### src/rtl/carry_pkg.sv
// carry_pkg: shared constants and segment arithmetic for the pipelined
// carry chain.
//   MAX_WIDTH           : largest supported chain length
//   nseg(width, seg)    : number of segments, ceil(width / seg)
//   seg_lo(k, seg)      : lowest bit index of segment k
//   seg_hi(k, seg, w)   : highest bit index of segment k (last one may be short)
package carry_pkg;

    localparam int MAX_WIDTH = 256;

    function automatic int nseg(input int width, input int seg);
        return (width + seg - 1) / seg;
    endfunction

    function automatic int seg_lo(input int k, input int seg);
        return k * seg;
    endfunction

    function automatic int seg_hi(input int k, input int seg, input int width);
        return (((k + 1) * seg) < width) ? ((k + 1) * seg - 1) : (width - 1);
    endfunction

endpackage

### src/rtl/carry_chain_pipe_if.sv
// carry_chain_pipe_if: word bus of the pipelined carry chain.
//   CE     : clock enable, a global stall; low freezes every pipeline register
//   VI     : input word valid
//   CI     : carry into bit 0
//   DI, S  : per-bit generate value and propagate select
//   VO     : output word valid
//   O, CO  : per-bit sum and per-bit carry-out
//
// Handshake: valid-only, there is no ready. A word is accepted on every rising
// edge where CE=1 and VI=1; it leaves with VO=1 exactly NSEG CE=1 edges later.
// CE=0 is the only form of flow control and it stalls both ends together.
interface carry_chain_pipe_if #(
    parameter int WIDTH = 16
);
    logic             CE;
    logic             VI;
    logic             CI;
    logic [WIDTH-1:0] DI;
    logic [WIDTH-1:0] S;
    logic             VO;
    logic [WIDTH-1:0] O;
    logic [WIDTH-1:0] CO;

    modport master (output CE, VI, CI, DI, S, input VO, O, CO);
    modport slave  (input CE, VI, CI, DI, S, output VO, O, CO);
endinterface

### src/rtl/carry_seg.sv
// carry_seg: combinational N-cell MUXCY/XORCY carry segment.
//   ci : carry into cell 0
//   s  : per-cell propagate select
//   di : per-cell generate value, taken when s is low
//   o  : per-cell sum, s ^ carry-in
//   co : per-cell carry-out; co[N-1] is the segment's carry-out
module carry_seg #(
    parameter int N = 4
) (
    input  logic         ci,
    input  logic [N-1:0] s,
    input  logic [N-1:0] di,
    output logic [N-1:0] o,
    output logic [N-1:0] co
);

    always_comb begin
        logic c;
        c  = ci;
        o  = '0;
        co = '0;
        for (int i = 0; i < N; i++) begin
            o[i]  = s[i] ^ c;
            c     = s[i] ? c : di[i];
            co[i] = c;
        end
    end

endmodule

### src/rtl/carry_chain_pipe.sv
// carry_chain_pipe: WIDTH-bit carry chain cut into SEG-bit segments with a
// register stage in front of each segment. Latency is NSEG CE-qualified edges,
// throughput one word per CE-qualified edge.
//   C    : clock, rising edge
//   CLR  : asynchronous active-high clear of every pipeline register
//   bus  : carry_chain_pipe_if slave (CE, VI, CI, DI, S in; VO, O, CO out)
//
// Each stage register holds one full-width "mixed" word: bits of segments
// already evaluated carry their sum/carry-out, bits of segments not yet
// evaluated carry their raw select/generate. This gives the input skew and the
// output deskew in a single array. The last segment is evaluated straight
// from the last stage register, so inputs never reach outputs combinationally.
module carry_chain_pipe
    import carry_pkg::*;
#(
    parameter int WIDTH = 16,
    parameter int SEG   = 4
) (
    input  logic                C,
    input  logic                CLR,
    carry_chain_pipe_if.slave   bus
);

    localparam int NSEG = nseg(WIDTH, SEG);

    if (WIDTH < 1 || WIDTH > MAX_WIDTH) begin : g_bad_width
        $error("carry_chain_pipe: WIDTH=%0d outside 1..%0d", WIDTH, MAX_WIDTH);
    end
    if (SEG < 1 || SEG > WIDTH) begin : g_bad_seg
        $error("carry_chain_pipe: SEG=%0d outside 1..WIDTH", SEG);
    end

    // ps: sum bits (finished segments) / select bits (pending segments)
    // pd: carry-out bits (finished segments) / generate bits (pending segments)
    logic [NSEG-1:0][WIDTH-1:0] ps_r, pd_r;
    logic [NSEG-1:0][WIDTH-1:0] ps_m, pd_m;  // stage word after its own segment
    logic [NSEG-1:0]            c_r;         // carry into the stage's segment
    logic [NSEG-1:0]            v_r;

    for (genvar k = 0; k < NSEG; k++) begin : g_seg
        localparam int LO = seg_lo(k, SEG);
        localparam int HI = seg_hi(k, SEG, WIDTH);
        localparam int N  = HI - LO + 1;

        logic [N-1:0] seg_o, seg_co;

        carry_seg #(.N(N)) u_seg (
            .ci (c_r[k]),
            .s  (ps_r[k][HI:LO]),
            .di (pd_r[k][HI:LO]),
            .o  (seg_o),
            .co (seg_co)
        );

        assign ps_m[k][HI:LO] = seg_o;
        assign pd_m[k][HI:LO] = seg_co;

        if (LO > 0) begin : g_below
            assign ps_m[k][LO-1:0] = ps_r[k][LO-1:0];
            assign pd_m[k][LO-1:0] = pd_r[k][LO-1:0];
        end
        if (HI < WIDTH - 1) begin : g_above
            assign ps_m[k][WIDTH-1:HI+1] = ps_r[k][WIDTH-1:HI+1];
            assign pd_m[k][WIDTH-1:HI+1] = pd_r[k][WIDTH-1:HI+1];
        end
    end

    always_ff @(posedge C or posedge CLR) begin
        if (CLR) begin
            ps_r <= '0;
            pd_r <= '0;
            c_r  <= '0;
            v_r  <= '0;
        end else if (bus.CE) begin
            ps_r[0] <= bus.S;
            pd_r[0] <= bus.DI;
            c_r[0]  <= bus.CI;
            v_r[0]  <= bus.VI;
            for (int k = 1; k < NSEG; k++) begin
                ps_r[k] <= ps_m[k-1];
                pd_r[k] <= pd_m[k-1];
                // carry-out of segment k-1 is the carry-out of its top bit
                c_r[k]  <= pd_m[k-1][k*SEG-1];
                v_r[k]  <= v_r[k-1];
            end
        end
    end

    // After CLR every stage word is zero, so the last segment sees s=0, di=0,
    // c=0 and O/CO evaluate to zero without waiting for an edge.
    assign bus.VO = v_r[NSEG-1];
    assign bus.O  = ps_m[NSEG-1];
    assign bus.CO = pd_m[NSEG-1];

endmodule

### src/flat_wrapper.sv
// flat-port wrapper written by rule: the top's interface ports become plain ports
module carry_chain_pipe_flat import carry_pkg::*;
#(
    parameter int WIDTH = 16,
    parameter int SEG   = 4
)
  (C, CLR, bus_CE, bus_VI, bus_CI, bus_DI, bus_S, bus_VO, bus_O, bus_CO);
  carry_chain_pipe_if #(.WIDTH(WIDTH)) bus_i ();
  input  logic C;
  input  logic CLR;
  input wire logic [$bits(bus_i.CE)-1:0] bus_CE;
  input wire logic [$bits(bus_i.VI)-1:0] bus_VI;
  input wire logic [$bits(bus_i.CI)-1:0] bus_CI;
  input wire logic [$bits(bus_i.DI)-1:0] bus_DI;
  input wire logic [$bits(bus_i.S)-1:0] bus_S;
  output wire logic [$bits(bus_i.VO)-1:0] bus_VO;
  output wire logic [$bits(bus_i.O)-1:0] bus_O;
  output wire logic [$bits(bus_i.CO)-1:0] bus_CO;
  assign bus_i.CE = bus_CE;
  assign bus_i.VI = bus_VI;
  assign bus_i.CI = bus_CI;
  assign bus_i.DI = bus_DI;
  assign bus_i.S = bus_S;
  assign bus_VO = bus_i.VO;
  assign bus_O = bus_i.O;
  assign bus_CO = bus_i.CO;
  carry_chain_pipe #(.WIDTH(WIDTH), .SEG(SEG)) u_core (.C(C), .CLR(CLR), .bus(bus_i));
endmodule
### config.mk
export PLATFORM = sky130hd
export DESIGN_NAME = carry_chain_pipe_flat
export DESIGN_NICKNAME = d
export VERILOG_FILES = /design/src/rtl/carry_pkg.sv /design/src/rtl/carry_chain_pipe_if.sv /design/src/rtl/carry_seg.sv /design/src/rtl/carry_chain_pipe.sv /design/src/flat_wrapper.sv
export SDC_FILE = /design/constraint.sdc
export NUM_CORES = 1
export LEC_CHECK = 0
export ABC_AREA = 1
export BUFFER_PORTS_ARGS = -buffer_cell sky130_fd_sc_hd__buf_2
export CELL_PAD_IN_SITES_DETAIL_PLACEMENT = 1
export CELL_PAD_IN_SITES_GLOBAL_PLACEMENT = 1
export CORE_ASPECT_RATIO = 1.2
export CORE_MARGIN = 1
export CORE_UTILIZATION = 40
export CTS_CLUSTER_DIAMETER = 150
export DETAILED_ROUTE_END_ITERATION = 10
export GPL_TIMING_DRIVEN = 0
export PLACE_DENSITY = 0.73
export SLEW_MARGIN = 20
export SYNTH_ARGS = -nofsm -noshare
export SYNTH_HDL_FRONTEND = slang
export SYNTH_SLANG_ARGS = --single-unit
### constraint.sdc
create_clock -name C -period 4.6 [get_ports C]
set_input_delay 0.69 -clock C [delete_from_list [all_inputs] [get_ports C]]
set_output_delay 0.69 -clock C [all_outputs]
set_load 0.1 [all_outputs]
==> results.sh <==
export IMPL_worst_pin_slew_ns=0.6131
export IMPL_use_met2_pct=40.84
export IMPL_routabilityCongestion=0.7941
export IMPL_p_leak_uw=0.003649
export IMPL_synth_cells=637
export IMPL_syn_avg_cell_area_um2=8.690
export IMPL_ios=70
export IMPL_drc=0
export IMPL_seqPwrFrac_pct=39.5
export IMPL_cts_hold_buf=0
export IMPL_ys_seq_area_share_pct=60.13
export IMPL_drive_gt1_share_pct=20.73
export IMPL_ant_nets=0
export IMPL_status="finished clean"
export IMPL_worstReg2RegStart="u_core.c_r[2]"
export IMPL_p_int_uw=2362
export IMPL_grt_pass1_vias=4666
export IMPL_grt_ovfl_total=0
export IMPL_netlist_cell_type_count=18
export IMPL_synth_seq_cells=133
export IMPL_dieArea_um2=14310
export IMPL_syn_area_um2=5535
export IMPL_rows=46
export IMPL_cts_setup_buffers=0
export IMPL_routed_wl_mm=14.40
export IMPL_synth_flop_cell="dfrtp_1"
export IMPL_wl_per_cell_um=15.89
export IMPL_cp_arrival_ns=2.01
export IMPL_vias=4372
export IMPL_fin_skew_ns=0.008893
export IMPL_synth_top_area_share_pct=60.13
export IMPL_crit_path_max_fanout=4
export IMPL_maxSlewViolCount=0
export IMPL_fin_crit_sh_pct=58.67
export IMPL_viasPerCell=4.826
export IMPL_htree_num_levels=4
export IMPL_clock_root_buffer="clkbuf_16"
export IMPL_final_nets=762
export IMPL_synth_edf_count=0
export IMPL_synth_area_top_cells="dfrtp_1 60%, nand2_1 21%, buf_4 4.6%, o21ai_0 4.0%, inv_1 2.2%"
export IMPL_clock_latency_ns=0.41
export IMPL_r2r_slack_ns=3.22
export IMPL_final_util_pct=50.01
export IMPL_finalHoldViolCount=0
export IMPL_die_h_um=130.9
export IMPL_cp_end_kind="output pin"
export IMPL_placed_area_um2=6121
export IMPL_rsz0062_at_grt="no"
export IMPL_synth_top_cell_by_area="dfrtp_1"
export IMPL_start_util_pct=41.45
export IMPL_busiest_layer="met2"
export IMPL_clk_path_buf_depth=2
export IMPL_synth_common_cells="315 x nand2_1, 133 x dfrtp_1, 44 x o21ai_0"
export IMPL_worstSetupPathType="flop to output pin"
export IMPL_ir_drop_uv=307.6
export IMPL_start_kind="flop"
export IMPL_drt_pass1_iter_count=4
export IMPL_slew_headroom_pct=59.13
export IMPL_postLayoutCellArea_um2=6678
export IMPL_p_per_area_nw_per_um2=540.2
export IMPL_drv_cap=0
export IMPL_fmax_ghz=0.3705
export IMPL_track_usage_pct=22.54
export IMPL_cts_resized=0
export IMPL_use_met3_pct=4.266
export IMPL_cts_tree="built"
export IMPL_reg2reg_to="u_core.bus.O[11]"
export IMPL_drt_initial_drc_count=132
export IMPL_synth_nets=674
export IMPL_cts_sinks=133
export IMPL_synth_async_sr_flop_share_pct=100.0
export IMPL_path_clk_slew_ns=0.05
export IMPL_antenna_cells=0
export IMPL_grt_pass1_wl_mm=23.92
export IMPL_power_uw=3607
export IMPL_clkPwrFrac_pct=36.1
export IMPL_yosys_warnings=0
export IMPL_yosysMostFrequentCell="nand2_1"
export IMPL_grt_max_degree=69
export IMPL_required_ns=3.91
export IMPL_area_delta_synth_final_pct=20.64
export IMPL_gr_usage_met1_pct=26.91
export IMPL_numCtsBuffers=17
export IMPL_min_period_ns=2.699
export IMPL_core_area_um2=13350
export IMPL_die_w_um=109.4
export IMPL_p_sw_share_pct=34.52
export IMPL_rr_worst_depth=9
export IMPL_antenna_found_initial=0
export IMPL_dp_final_hpwl_mm=9.704
export IMPL_setup_viol=0
export IMPL_hold_path_class="input port to asynchronous set/reset pin"
export IMPL_numPortBuffers=68
export IMPL_timing_setup_tns_ns=0
export IMPL_pwr_share_comb_pct=24.3
export IMPL_power_switching_uw=1245
export IMPL_whs_ns=0.3120
-- power groups by stage --
| stage | Sequential [uW] | Clock (uW) | Combinational, uW |
|---|---|---|---|
| finish | 1430 | 1300 | 878 |
| global route | 1440 | 1370 | 948 |
| detailed placement | 1440 | 0 | 882 |
| CTS | 1430 | 1320 | 890 |
| global placement | 1430 | 0 | 857 |
| floorplan | 1420 | 0 | 731 |
-- critical path, cell delays in order, from the launching register on --
cell     delay (ns)
dfrtp_1        0.42
o21ai_2        0.26
nand2_4        0.07
nand2_4        0.08
nand2_4        0.05
nand2_4        0.07
xor2_2         0.13
buf_4          0.11
buf_2          0.41
-- layer usage --
metal,vias to the layer above,wire [um]
li1,2099,-
met1,2174,6064
met3,17,551
met5,-,0
met4,0,153
met2,82,7630
-- worst max path at each step --
stage                     from                to  cells past startpoint
2_1_floorplan              CLR  u_core.bus.CO[0]                      1
3_3_place_gp               CLR   u_core.pd_m[15]                      2
3_5_place_dp   u_core.ps_r[60]         bus_O[15]                      8
4_1_cts        u_core.ps_r[60]         bus_O[15]                      8
5_1_grt        u_core.ps_r[60]         bus_O[15]                      8
6_report       u_core.ps_r[60]         bus_O[15]                      8
-- placed cells by master, fill, tap and decap left out, types with 2 or more instances in the layout --
| cell | synthesis | final |
|---|---|---|
| a21oi_1 | 7 | 7 |
| a31oi_1 | 8 | 8 |
| buf_2 | 18 | 86 |
| buf_4 | 34 | 34 |
| bufinv_16 | 0 | 2 |
| clkbuf_1 | 9 | 18 |
| clkbuf_16 | 0 | 17 |
| clkbuf_8 | 0 | 2 |
| clkinv_2 | 0 | 2 |
| dfrtp_1 | 133 | 133 |
| inv_1 | 32 | 31 |
| nand2_1 | 315 | 315 |
| nand2_4 | 4 | 4 |
| nand3_1 | 10 | 10 |
| nor2_1 | 15 | 15 |
| o21ai_0 | 44 | 44 |
| xor2_1 | 3 | 3 |
-- cell families (layout without fill, tap and decap cells) --
family                 count (synthesis)  after routing  share of synthesized area [%]
AND/OR/NAND/NOR                      345            345                          24.21
buffers and inverters                 94            195                          9.087
flip-flops                           133            133                          60.13
AO/OA/AOI/OAI                         61             61                          5.809
XOR/XNOR                               4              4                         0.7687
-- registers in the layout, indices dropped and copies added (netlist names) --
register	flops
u_core.ps_m	36
u_core.pd_m	34
u_core.pd_r	16
u_core.ps_r	16
u_core.bus.CO	12
u_core.bus.O	12
u_core.v_r	4
u_core.c_r	3
-- layout make-up --
type	instances	area, um^2
Fill cell	1600	6675
Sequential cell	133	3328
Multi-Input combinational cell	410	1704
Clock buffer	28	486.7
Buffer	61	379.1
Timing Repair Buffer	69	367.9
Tap cell	168	210.2
Inverter	33	131.4
Clock inverter	4	70.07
-- metrics by stage --
stage | setup slack, ns | cells
2_1_floorplan | 0.3556 | 637
3_3_place_gp | -1.195 | 873
3_5_place_dp | 2.310 | 874
4_1_cts | 1.867 | 906
5_1_grt | 1.772 | 906
6_report | 1.901 | 906
No activity file was read; power rests on OpenSTA's default activity.
